### config.mk
export PLATFORM = sky130hd
export DESIGN_NAME = vect_argmax_flat
export DESIGN_NICKNAME = d
export VERILOG_FILES = /design/src/rtl/vect_argmax_pkg.sv /design/src/rtl/vect_argmax_if.sv /design/src/rtl/fp32_gt.sv /design/src/rtl/vect_argmax.sv /design/src/flat_wrapper.sv
export SDC_FILE = /design/constraint.sdc
export NUM_CORES = 1
export LEC_CHECK = 0
export CORE_ASPECT_RATIO = 1.2
export CORE_UTILIZATION = 43
export CTS_CLUSTER_SIZE = 14
export DETAILED_ROUTE_END_ITERATION = 8
export PLACE_DENSITY = 0.87
export SKIP_LAST_GASP = 1
export SLEW_MARGIN = 10
export SYNTH_ARGS = -nofsm -noshare
export SYNTH_HDL_FRONTEND = slang
export SYNTH_HIERARCHICAL = 1
export SYNTH_SLANG_ARGS = --single-unit
### constraint.sdc
create_clock -name clk -period 2.9 [get_ports clk]
set_clock_uncertainty 0.05 [all_clocks]
set_input_delay 0.58 -clock clk [delete_from_list [all_inputs] [get_ports clk]]
set_output_delay 0.58 -clock clk [all_outputs]
set_load 0.05 [all_outputs]
### src/rtl/vect_argmax_pkg.sv
// Shared types and helpers for the fp32 argmax scanner.
package vect_argmax_pkg;

    typedef enum logic [1:0] {
        IDLE  = 2'd0,
        SCAN  = 2'd1,
        DRAIN = 2'd2,
        DONE  = 2'd3
    } state_e;

    localparam logic [7:0]  FP_EXP_ALL1    = 8'hFF;
    localparam int unsigned BYTES_PER_WORD = 4;

    // All-ones exponent with a non-zero mantissa; the sign bit is irrelevant.
    function automatic logic is_nan(input logic [31:0] f);
        return (f[30:23] == FP_EXP_ALL1) && (f[22:0] != 23'd0);
    endfunction

endpackage

### src/rtl/vect_argmax_if.sv
// PS control/status and y-BRAM port bundle for vect_argmax.
interface vect_argmax_if #(
    parameter int unsigned ADDR_W = 12
);
    logic [31:0]       ps_control;
    logic [31:0]       pl_status;
    logic [ADDR_W-1:0] bram_addr_y;
    logic [31:0]       bram_rddata_y;
    logic [31:0]       bram_wrdata_y;
    logic [3:0]        bram_we_y;
    logic [15:0]       max_index;
    logic [31:0]       max_value;
    logic              max_valid;
    logic [31:0]       state;

    // The argmax block is the slave of the PS handshake and the reader of the BRAM.
    modport slave (
        input  ps_control, bram_rddata_y,
        output pl_status, bram_addr_y, bram_wrdata_y, bram_we_y,
               max_index, max_value, max_valid, state
    );

    modport master (
        output ps_control, bram_rddata_y,
        input  pl_status, bram_addr_y, bram_wrdata_y, bram_we_y,
               max_index, max_value, max_valid, state
    );
endinterface

### src/rtl/fp32_gt.sv
// Strict greater-than on two non-NaN fp32 bit patterns (+0 == -0).
module fp32_gt (
    input  logic [31:0] a,
    input  logic [31:0] b,
    output logic        a_gt_b
);
    logic a_zero;
    logic b_zero;

    assign a_zero = (a[30:0] == 31'd0);
    assign b_zero = (b[30:0] == 31'd0);

    // Sign-magnitude ordering: magnitudes order inversely when both are negative.
    always_comb begin
        a_gt_b = 1'b0;
        if (a_zero && b_zero) begin
            a_gt_b = 1'b0;
        end else if (a[31] != b[31]) begin
            a_gt_b = ~a[31];
        end else if (!a[31]) begin
            a_gt_b = (a[30:0] > b[30:0]);
        end else begin
            a_gt_b = (a[30:0] < b[30:0]);
        end
    end
endmodule

### src/rtl/vect_argmax.sv
// Scans the fp32 y BRAM after the multiplier finishes and reports the index/value
// of the largest non-NaN element through a start/done/ack handshake.
module vect_argmax
    import vect_argmax_pkg::*;
#(
    parameter int unsigned addr_y_size = 12,
    parameter int unsigned length_M    = 512
) (
    input  logic         clk,
    input  logic         reset,
    vect_argmax_if.slave bus
);
    localparam int unsigned CNT_W = addr_y_size - 2;
    localparam logic [CNT_W-1:0] LAST = CNT_W'(length_M - 1);

    state_e                 state_q, state_d;
    logic [CNT_W-1:0]       cnt_q, cnt_d;
    logic [addr_y_size-1:0] addr_q, addr_d;
    logic                   rd_valid_q, rd_valid_d;
    logic [CNT_W-1:0]       rd_idx_q, rd_idx_d;
    logic                   have_max_q, have_max_d;
    logic [31:0]            max_value_q, max_value_d;
    logic [CNT_W-1:0]       max_index_q, max_index_d;
    logic                   done_q, done_d;

    logic                   start;
    logic [31:0]            rd_data;
    logic                   rd_gt_max;
    logic                   unused_ctrl;

    assign start       = bus.ps_control[0];
    assign unused_ctrl = ^bus.ps_control[31:1];
    assign rd_data     = bus.bram_rddata_y;

    fp32_gt u_gt (
        .a      (rd_data),
        .b      (max_value_q),
        .a_gt_b (rd_gt_max)
    );

    always_ff @(posedge clk or posedge reset) begin
        if (reset) begin
            state_q     <= IDLE;
            cnt_q       <= '0;
            addr_q      <= '0;
            rd_valid_q  <= 1'b0;
            rd_idx_q    <= '0;
            have_max_q  <= 1'b0;
            max_value_q <= '0;
            max_index_q <= '0;
            done_q      <= 1'b0;
        end else begin
            state_q     <= state_d;
            cnt_q       <= cnt_d;
            addr_q      <= addr_d;
            rd_valid_q  <= rd_valid_d;
            rd_idx_q    <= rd_idx_d;
            have_max_q  <= have_max_d;
            max_value_q <= max_value_d;
            max_index_q <= max_index_d;
            done_q      <= done_d;
        end
    end

    always_comb begin
        state_d     = state_q;
        cnt_d       = cnt_q;
        rd_valid_d  = 1'b0;
        rd_idx_d    = rd_idx_q;
        have_max_d  = have_max_q;
        max_value_d = max_value_q;
        max_index_d = max_index_q;

        case (state_q)
            IDLE: begin
                cnt_d = '0;
                if (start) begin
                    state_d     = SCAN;
                    have_max_d  = 1'b0;
                    max_value_d = '0;
                    max_index_d = '0;
                end
            end
            SCAN: begin
                rd_valid_d = 1'b1;
                rd_idx_d   = cnt_q;
                if (cnt_q == LAST) begin
                    state_d = DRAIN;
                end else begin
                    cnt_d = cnt_q + CNT_W'(1);
                end
            end
            DRAIN: state_d = DONE;
            DONE: begin
                if (!start) begin
                    state_d = IDLE;
                    cnt_d   = '0;
                end
            end
            default: state_d = IDLE;
        endcase

        // Data for the address issued last cycle is on the bus now; strict > keeps the lowest index on ties.
        if (rd_valid_q && !is_nan(rd_data) && (!have_max_q || rd_gt_max)) begin
            have_max_d  = 1'b1;
            max_value_d = rd_data;
            max_index_d = rd_idx_q;
        end

        addr_d = (state_d == SCAN) ? addr_y_size'(32'(cnt_d) * BYTES_PER_WORD) : '0;
        done_d = (state_d == DONE);
    end

    assign bus.pl_status     = {31'd0, done_q};
    assign bus.bram_addr_y   = addr_q;
    assign bus.bram_wrdata_y = 32'd0;
    assign bus.bram_we_y     = 4'h0;
    assign bus.max_index     = 16'(max_index_q);
    assign bus.max_value     = max_value_q;
    assign bus.max_valid     = have_max_q;
    assign bus.state         = 32'(state_q);

endmodule

### src/flat_wrapper.sv
// flat-port wrapper written by rule: the top's interface ports become plain ports
module vect_argmax_flat import vect_argmax_pkg::*;
#(
    parameter int unsigned addr_y_size = 12,
    parameter int unsigned length_M    = 512
)
  (clk, reset, bus_ps_control, bus_bram_rddata_y, bus_pl_status, bus_bram_addr_y, bus_bram_wrdata_y, bus_bram_we_y, bus_max_index, bus_max_value, bus_max_valid, bus_state);
  vect_argmax_if #(.ADDR_W(12)) bus_i ();
  input  logic clk;
  input  logic reset;
  input wire logic [$bits(bus_i.ps_control)-1:0] bus_ps_control;
  input wire logic [$bits(bus_i.bram_rddata_y)-1:0] bus_bram_rddata_y;
  output wire logic [$bits(bus_i.pl_status)-1:0] bus_pl_status;
  output wire logic [$bits(bus_i.bram_addr_y)-1:0] bus_bram_addr_y;
  output wire logic [$bits(bus_i.bram_wrdata_y)-1:0] bus_bram_wrdata_y;
  output wire logic [$bits(bus_i.bram_we_y)-1:0] bus_bram_we_y;
  output wire logic [$bits(bus_i.max_index)-1:0] bus_max_index;
  output wire logic [$bits(bus_i.max_value)-1:0] bus_max_value;
  output wire logic [$bits(bus_i.max_valid)-1:0] bus_max_valid;
  output wire logic [$bits(bus_i.state)-1:0] bus_state;
  assign bus_i.ps_control = bus_ps_control;
  assign bus_i.bram_rddata_y = bus_bram_rddata_y;
  assign bus_pl_status = bus_i.pl_status;
  assign bus_bram_addr_y = bus_i.bram_addr_y;
  assign bus_bram_wrdata_y = bus_i.bram_wrdata_y;
  assign bus_bram_we_y = bus_i.bram_we_y;
  assign bus_max_index = bus_i.max_index;
  assign bus_max_value = bus_i.max_value;
  assign bus_max_valid = bus_i.max_valid;
  assign bus_state = bus_i.state;
  vect_argmax #(.addr_y_size(addr_y_size), .length_M(length_M)) u_core (.clk(clk), .reset(reset), .bus(bus_i));
endmodule
* Yosys cells after proc, flatten, opt, wreduce, memory -nomap -nowiden
Cells that the tools add are included.
** Word-level totals
- Output and inout bits :: 161
- Input port bits :: 66
- Logic and storage cells :: 56
- Flip-flop bits (word level) :: 79
** Cells by class
- Bitwise logic cells :: 1
- $lt $le $gt $ge :: 2
- Equality and inequality tests :: 8
- Muxes and demuxes :: 21
- Reductions and logical operators :: 14
- $add $sub $neg :: 1
** Operator list (number)
- $mux W32 :: 3
- $logic_not A31 Y1 :: 2
- $mux W10 :: 5
- $gt A31 B31 Y1 :: 1
- $lt A31 B31 Y1 :: 1
- $pmux W10 S3 :: 1
- $reduce_bool A23 Y1 :: 1
- $mux W12 :: 1
- $add A10 B1 Y10 const B :: 1
- $eq A10 B9 Y1 const B :: 1
- $eq A8 B8 Y1 const B :: 1
- $pmux W2 S4 :: 1
- $mux W1 :: 7
- $eq A2 B2 Y1 const B :: 3
- $mux W2 :: 3
- $eq A2 B1 Y1 const B :: 2
- $logic_and A1 B1 Y1 :: 4
- $reduce_bool A2 Y1 :: 2
- $logic_not A1 Y1 :: 2
- $logic_not A2 Y1 :: 1
- $reduce_and A2 Y1 :: 1
- $logic_or A1 B1 Y1 :: 1
- $ne A1 B1 Y1 :: 1
- $not A1 Y1 :: 1

* Longest topological paths before layout
- Depth in word-level cells :: 8
- Mapped depth :: 13
- Depth with buffers taken out :: 12

* Cells and area by module
Netlist, hierarchy kept.
** By module, submodules not included
- vect_argmax :: area each 4124.0 µm², sequential area each 1926.8 µm², cells each 435, times used 1
- fp32_gt :: area each 947.2 µm², sequential area each 0.0 µm², cells each 135, times used 1

* Worst setup path before layout
No wires, ideal clock.
- Kind :: reg-to-reg
- From :: register u_core.max_value_q[30], in the netlist u_core/bus.max_value[30]
- To :: register u_core.max_value_q[27], in the netlist u_core/bus.max_value[27]
- Setup slack :: -0.187 ns
- Setup time :: 0.078 ns
- Buffers on the path :: 1
- Data required time :: 2.772 ns
- Cell stages (with the launch flop) :: 14
- Arrival time :: 2.960 ns
- Path through :: dfrtp_1 -> inv_1 -> ha_1 -> nand4_1 -> nor4_2 -> a221oi_2 -> o21a_1 -> o21ai_2 -> mux2_2 -> nand2b_1 -> o211ai_2 -> clkbuf_1 -> nand3_1 -> o2bb2ai_1
** Between the ends
- Cells in the longest elaborated chain, start to end :: 8
- Elaborated cells between the ends (all ways) :: 13
- Those cells by class :: order compare: 2; mux: 4; reduce/logical: 7
** Ends and longest elaborated chain
- start: declaration :: line vect_argmax.sv:22 : logic [31:0] max_value_q, max_value_d;
- start signal: assignment :: line vect_argmax.sv:59 : max_value_q <= max_value_d;
- $gt A31 B31 Y1 or $lt A31 B31 Y1 (tied branches) :: line fp32_gt.sv:21, fp32_gt.sv:23
- $mux W1 :: line fp32_gt.sv:20 : end else if (!a[31]) begin
- $mux W1 :: line fp32_gt.sv:18 : end else if (a[31] != b[31]) begin
- $mux W1 * :: line fp32_gt.sv:16 : if (a_zero && b_zero) begin
- net u_core.rd_gt_max :: line vect_argmax.sv:28 : logic rd_gt_max;
- $logic_or A1 B1 Y1 * :: line vect_argmax.sv:104 : if (rd_valid_q && !is_nan(rd_data) && (!have_max_q || rd_gt_max)) begin
- $logic_and A1 B1 Y1 * :: line vect_argmax.sv:104
- $reduce_bool A2 Y1 (no source line)
- $reduce_and A2 Y1 (no source line)
Mark *: on every way through the listed nets, which the timed path passes. The rest lies on a longest branch.
A chain may end at the register's enable or synchronous reset.

* Worst setup path in the final report
- From :: register u_core.max_value_q[8], in the netlist u_core/bus.max_value[8]
- To :: register u_core.max_value_q[0], in the netlist u_core/bus.max_value[0]
The elaborated chain is that of the path after synthesis.

==> run_results.csv <==
group,metric,value,unit
worst_setup_path,r2r_slack,-0.39,ns
hold_path,min_path_type,"flop to flop",
power,p_per_area,1190,nW/um2
worst_setup_path,critPathArrivalTime,3.48,ns
power,ir_drop,0.000586,V
routing,ant_nets,0,
status,status,"finished with violations",
clock_tree,clock_path_buffers,2,
placement,numPortBuffers,90,
status,violations,"negative setup slack",
worst_setup_path,end_kind,"flop",
hold_path,min-delay-start,"u_core/rd_idx_q[4]$_DFFE_PP0P_",
clock_tree,clk_pin_slew_worst_paths,0.07,ns
logic_synthesis,synth_edf_count,0,
routing,drtIter0Drc,417,
logic_synthesis,ys_async_sr_fraction,100,%
layout,multi_input_area,3110,um2
floorplan,pin_count,227,
placement,dpl_worst_slack,-0.710,ns
layout,final_cell_mix,"conb_1 (105), nand2_1 (75), buf_4 (72), clkdlybuf4s50_1 (59), dfrtp_1 (56)",
routing,totalWireLength,18.0,mm
worst_setup_path,crit_required,3.09,ns
logic_synthesis,synthDistinctLibCells,57,
logic_synthesis,synth_area_leader_cell,"dfrtp_1",
layout,fin_cells,905,
worst_setup_path,path_cells,"inv_2 > ha_4 > nand4_1 > nor2_2 > buf_4 > buf_4 > nand2_1 > nor2_2 > nor3b_2 > mux2_4 > nand2b_4 > buf_6 > o211ai_4 > o21ai_4 > buf_6 > o21ai_2",
logic_synthesis,synth-main-ff-cell,"dfrtp_1",
power,leakage,0.00347,uW
logic_synthesis,yosys.area.top_type_share,38.0,%
layout,regArea,1950,um2
placement,postPlaceCellArea,6330,um2
clock_tree,clock_latency,0.35,ns
logic_synthesis,ys_top_cells_by_area,"dfrtp_1 (38%), buf_4 (16%), ha_1 (7.9%), nand2_1 (6.4%), o21ai_0 (3.4%)",
logic_synthesis,synthCells,570,
routing,drtPass1Iterations,8,
clock_tree,htree_levels,3,
layout,area_delta_synth_final,46.7,%
timing,fin_tns_setup,-12.38,ns
layout,fin_nets,841,
placement,dpl.hpwl,9.79,mm
timing,period_share,113,%
logic_synthesis,syn_area,5070,um2
clock_tree,cts_tree,"yes",
layout,mostFrequentLayoutCell,"conb_1",
layout,n_antenna_cell,0,
logic_synthesis,syn_area_per_cell,8.90,um2
routing,vias_per_cell,5.55,
worst_setup_path,r2r-start,"u_core/bus.max_value[8]$_DFFE_PP0P_",
floorplan,die_w,101,um
layout,utilization,64.6,%
timing,tightest_slew,0.621,ns
timing,worst_slack,-0.391,ns
placement,dp.cells,869,
logic_synthesis,yosys_register_bits,77,
floorplan,die_area,12200,um2
clock_tree,cts-root-buf,"clkbuf_16",
floorplan,start_util,44.0,%
timing,rsz0062_at_grt,"yes",
hold_path,whs_endpoint,"u_core/rd_idx_q[4]$_DFFE_PP0P_",
global_routing,grt_pass1_vias,4502,
worst_setup_path,start_kind,"flop",
timing,fmax,0.304,GHz
global_routing,antenna_found_initial,0,
layout,fill_cells,833,
layout,finalInstanceArea,7440,um2
clock_tree,cts_buffers,9,
global_routing,grt_start_max_net_pins,78,
worst_setup_path,reg2reg_to,"u_core/bus.max_value[0]$_DFFE_PP0P_",
floorplan,num_rows,43,
timing,drv_slew,0,
worst_setup_path,crit_slowest_cell,"dfrtp_1",
floorplan,core-area,11500,um2
routing,wl_per_cell,19.9,um
timing,relSlewSlack,58.5,%
timing,hold_viol_final,0,
worst_setup_path,worst_r2r_path_depth,16,
clock_tree,hold_buffers,0,
global_routing,overflow,0,
hold_path,holdPathStages,2,
global_routing,grt.total_usage,24.7,%
job,cap_violations,0,
worst_setup_path,setup.worst_path.class,"flop to flop",
worst_setup_path,critPathMaxStageDelay,0.45,ns
timing,min_period,3.29,ns
routing,drc,0,
routing,vias,5019,
worst_setup_path,startpoint,"u_core/bus.max_value[8]$_DFFE_PP0P_",
layout,drive_gt1_share,33.3,%
floorplan,fp.dieH,121,um
clock_tree,cts.sinks,77,
timing,setup_viol,43,
placement,routabilityCongestion,0.897,
global_routing,grt_pass1_wl,22.7,mm
logic_synthesis,synth_warnings,6,
worst_setup_path,worst-path-max-fanout,6,
logic_synthesis,ys_seq_area_share,38.0,%
[cells by family (layout without fill, tap and decap cells)]
| kind of cell | Yosys count | count (layout) | share of synthesized area [%] |
|---|---|---|---|
| AO/OA/AOI/OAI | 100 | 100 | 13.3 |
| XOR/XNOR | 4 | 4 | 0.691 |
| adder cells (fa/ha/maj) | 32 | 32 | 7.90 |
| buffers and inverters | 161 | 235 | 20.6 |
| flip-flops | 77 | 77 | 38.0 |
| multiplexers | 4 | 4 | 0.839 |
| other | 1 | 105 | 0.0739 |
| AND/OR/NAND/NOR | 191 | 191 | 18.6 |
[per-stage QoR]
step	hold slack [ns]	total power, uW
after global routing	0.442	9170
after floorplan	0.396	4850
after CTS	0.428	7890
final	0.429	8820
after detailed placement	0.415	6300
after global placement	0.409	6200
[power breakdown]
group | switching (uW) | leakage, uW | total, uW | internal [uW]
registers | 427 | 0.000915 | 1980 | 1550
logic | 3460 | 0.00241 | 5680 | 2220
clock network | 486 | 0.000147 | 1160 | 675
total | 4370 | 0.00347 | 8820 | 4450
[cells in the mapped netlist (2+ instances only)]
library cell and number:
a21o_1 8, a21oi_1 17, a31oi_1 2, and3_1 3, buf_2 3, buf_4 108, buf_6 4, clkbuf_1 8
dfrtp_1 77, ha_1 32, inv_1 36, mux2i_1 2, nand2_1 86, nand2b_1 3, nand3_1 25, nand4_1 14
nor2_1 17, nor3_1 7, nor3b_1 2, nor4_1 20, nor4_2 2, o21a_1 2, o21ai_0 34, o21ai_1 2
o21ai_2 2, o2bb2ai_1 19, o41ai_1 2, xnor2_1 4
[timing repair]
item,4_1_cts,5_1_grt
buffers inserted,5,12
pin swaps,45,51
resized for setup,95,103
gates cloned,2,3
endpoints found under the setup margin,43,43
[worst max-delay path: cells and delay by family, from the launching register on]
family,cells,cell delay (ns)
mux,1,0.28
fa+ha+maj,1,0.29
simple gates,6,0.93
flops,1,0.45
compound gates,3,0.52
buf+inv,5,0.65
[layout make-up]
type / instances / share of cell area [%]
Multi-Input combinational cell: 436 / 41.7
Sequential cell: 77 / 26.2
Timing Repair Buffer: 183 / 23.5
Clock buffer: 10 / 3.08
Tap cell: 157 / 2.64
Inverter: 36 / 1.82
Clock inverter: 6 / 0.942
[layer usage]
| metal | track usage [%] | wire length [um] |
|---|---|---|
| met2 | 42.2 | 8940 |
| met1 | 27.4 | 6060 |
| met4 | 15.8 | 1270 |
| met3 | 5.47 | 1720 |
| met5 | 0 | 0 |
[worst max-delay path by stage]
stage / slack [ns] / to
2_1_floorplan: -0.005 / u_core/bus.max_valid$_DFFE_PP0P_
3_3_place_gp: -0.64 / u_core/bus.max_value[17]$_DFFE_PP0P_
3_5_place_dp: -0.71 / u_core/bus.max_value[3]$_DFFE_PP0P_
4_1_cts: 0.002 / u_core/bus.max_value[9]$_DFFE_PP0P_
5_1_grt: -0.46 / u_core/bus.max_value[0]$_DFFE_PP0P_
6_report: -0.39 / u_core/bus.max_value[0]$_DFFE_PP0P_
[flip-flops by register name, summed over array words and instances, names as in the netlist]
| name | flops |
|---|---|
| u_core/bus.bram_addr_y | 10 |
| u_core/rd_idx_q | 10 |
| u_core/bus.max_value | 32 |
| u_core/cnt_q | 10 |
| u_core/bus.max_valid | 1 |
| u_core/done_q | 1 |
| u_core/state_q | 2 |
| u_core/rd_valid_q | 1 |
| u_core/max_index_q | 10 |
No activity file was read; power rests on OpenSTA's default activity.
==> RTL edit (config.mk and constraints unchanged) <==
`length_M` is set to 512 in 2 places; all go to 256.
--- a/src/rtl/vect_argmax.sv
+++ b/src/rtl/vect_argmax.sv
@@ -4,7 +4,7 @@
     import vect_argmax_pkg::*;
 #(
     parameter int unsigned addr_y_size = 12,
-    parameter int unsigned length_M    = 512
+    parameter int unsigned length_M    = 256
 ) (
     input  logic         clk,
     input  logic         reset,
--- a/src/flat_wrapper.sv
+++ b/src/flat_wrapper.sv
@@ -2,7 +2,7 @@
 module vect_argmax_flat import vect_argmax_pkg::*;
 #(
     parameter int unsigned addr_y_size = 12,
-    parameter int unsigned length_M    = 512
+    parameter int unsigned length_M    = 256
 )
   (clk, reset, bus_ps_control, bus_bram_rddata_y, bus_pl_status, bus_bram_addr_y, bus_bram_wrdata_y, bus_bram_we_y, bus_max_index, bus_max_value, bus_max_valid, bus_state);
   vect_argmax_if #(.ADDR_W(12)) bus_i ();
Behaviour: same outputs for any inputs over 10 cycles, from zero or initial values and one cycle with reset high; that may be too few to reach the edited logic, so the function may still have changed.
==> RTL edit against the original RTL <==
- the run still ends with setup timing left
- worst setup slack improved by 0.045 ns
- sequential cell count is the same
- area after synthesis grew 1.7%
- critical path depth down 2
- count of clock-buffer cells in the layout down 1
- cell count fell by 1.3%
- power decreased by 6.4%
- design area shrank 3.3%
- wire length decreased by 3.5%
- critical endpoint is now u_core/bus.max_value[6]
- largest cell class unchanged
==> RTL edit: results (changes against the original RTL) <==
| Metric | Value |
|---|---|
| Post-Route Setup TNS | -10.71 ns (+1.68 ns) |
| Cell Area, Placed | 6340 um^2 (about the same) |
| Port buffer count | 90 (unchanged) |
| CP max FO | 13 (+7) |
| Xor-xnor portion of the synthesized cell area | 0.00849 (+0.00158) |
| Vias/cell | 5.44 (-1.9%) |
| Global-route wire length before repair | 23.7 mm (+4.6%) |
| VDD IR-drop max | 575 uV (-2.0%) |
| DRC marker count from the first detailed-route iteration | 421 (+0.96%) |
| Non-filler cells, final | 893 (-1.3%) |
| Internal | 4.10 mW (-7.7%) |
| Post-layout net count | 829 (-1.4%) |
| Comb pwr | 5.11 mW (-10%) |
| Yosys warnings | 6 (unchanged) |
| Power Dens Cells | 1150 nW/um^2 (-3.3%) |
| Pre-CTS WS | -0.762 ns (-0.0518 ns) |
| Final Worst Setup Slack | -0.346 ns (+0.0452 ns) |
| RD Place Congestion | 0.886 (-1.3%) |
| Pleak | 3.32 nW (-4.4%) |
| Outcome | finished, violations left |
| Critical Path Max Stage Delay | 0.37 ns (-0.08 ns) |
| Routed WL | 17.4 mm (-3.5%) |
| Global Route Usage Sum | 0.254 (+0.00679) |
| Pin count of the biggest net entering global routing | 62 (-21%) |
| Vias in the first global route | 4645 (+3.2%) |
| Part of the Yosys area used for sequential elements | 0.374 (-0.00645) |
| Synth Area in Adders | 0.0776 (-0.00134) |
| Drt first pass iters | 5 (-3) |
| Mux cell area share after synthesis | 0.00825 (-0.000142) |
| Failing checks | setup timing |
| Max Root-Sink Buffers | 2 (unchanged) |
| Final-report hold violation count | 0 (unchanged) |
| N_diodes | 0 (unchanged) |
| CP max stage cell | nor2_1 |
| Detail Placement HPWL | 9.93 mm (+1.4%) |
| Clock-pin slew on the worst setup and hold paths | 0.07 ns (about the same) |
| Hold Path Class | reg2reg |
| Layout cells sized above 1 | 0.273 (-0.0598) |
| Commonest cells in the netlist | buf_4 (107), nand2_1 (91), dfrtp_1 (77) |
| Ranking of synthesized cells by area | dfrtp_1 (37%), buf_4 (16%), ha_1 (7.8%), nand2_1 (6.6%), o21ai_0 (3.3%) |
| Worst Path Arrival | 3.46 ns (-0.02 ns) |
| Compound-Gate Fraction of Synth Area | 0.138 (+0.00550) |
| Final setup fails | 43 (unchanged) |
| Critical path's top delay family | simple AND/OR/NAND/NOR gates |
| Placed cells | 866 (-0.35%) |
| Total CTS buffers | 9 (unchanged) |
| Sequential Power Share | 0.240 (+0.016) |
| Relative max-transition margin | 0.477 (-0.108) |
| Post-Syn Area per Cell | 9.00 um^2 (+1.2%) |
| Asr flop ratio synth | 1.00 (unchanged) |
RTL edit: changes by cell type in the layout (fill, tap and decap cells not counted), sizes merged, moves of 3 or more:
cell / before / now
nand2: 87 / 93
clkdlybuf4s15: 4 / 1
and3: 5 / 2
clkbuf: 20 / 17
buf: 91 / 75
dlygate4sd2: 19 / 24
RTL edit: routing by layer:
layer / vias up / GRT usage / routed length, um
met2: 353 / 0.440 / 9020
met1: 2320 / 0.269 / 5590
met4: 0 / 0.146 / 1010
met3: 97 / 0.0780 / 1740
li1: 2087 / - / -
met5: - / 0 / 0
RTL edit: final timing paths:
path | slack, ns | depth (start not counted) | end | startpoint
max in group asynchronous | 1.66 | 4 | u_core/cnt_q[7] | reset
hold / removal | 0.44 | 1 | u_core/max_index_q[5] | u_core/rd_idx_q[5]
hold reg to reg | 0.44 | 1 | u_core/max_index_q[5] | u_core/rd_idx_q[5]
setup / recovery | -0.35 | 14 | u_core/bus.max_value[6] | bus_bram_rddata_y[4]
min in group asynchronous | 0.56 | 3 | u_core/bus.max_value[8] | reset
setup reg to reg | -0.26 | 14 | u_core/bus.max_value[6] | u_core/bus.max_value[3]
RTL edit: layout make-up:
cell class | count | area (um^2)
inverter | 37 | 139
sequential | 77 | 1950
timing repair buffer | 168 | 1620
tap | 157 | 196
clock inverter | 7 | 80.1
clock buffer | 9 | 225
multi-input combinational | 438 | 3000
fill | 857 | 4420
RTL edit: repair_timing:
| item | CTS | global route |
|---|---|---|
| endpoints found under the setup margin | 43 | 43 |
| setup buffers | 5 | 3 |
| cloned | 3 | 1 |
| resized for setup | 77 | 66 |
| pin swaps | 37 | 26 |
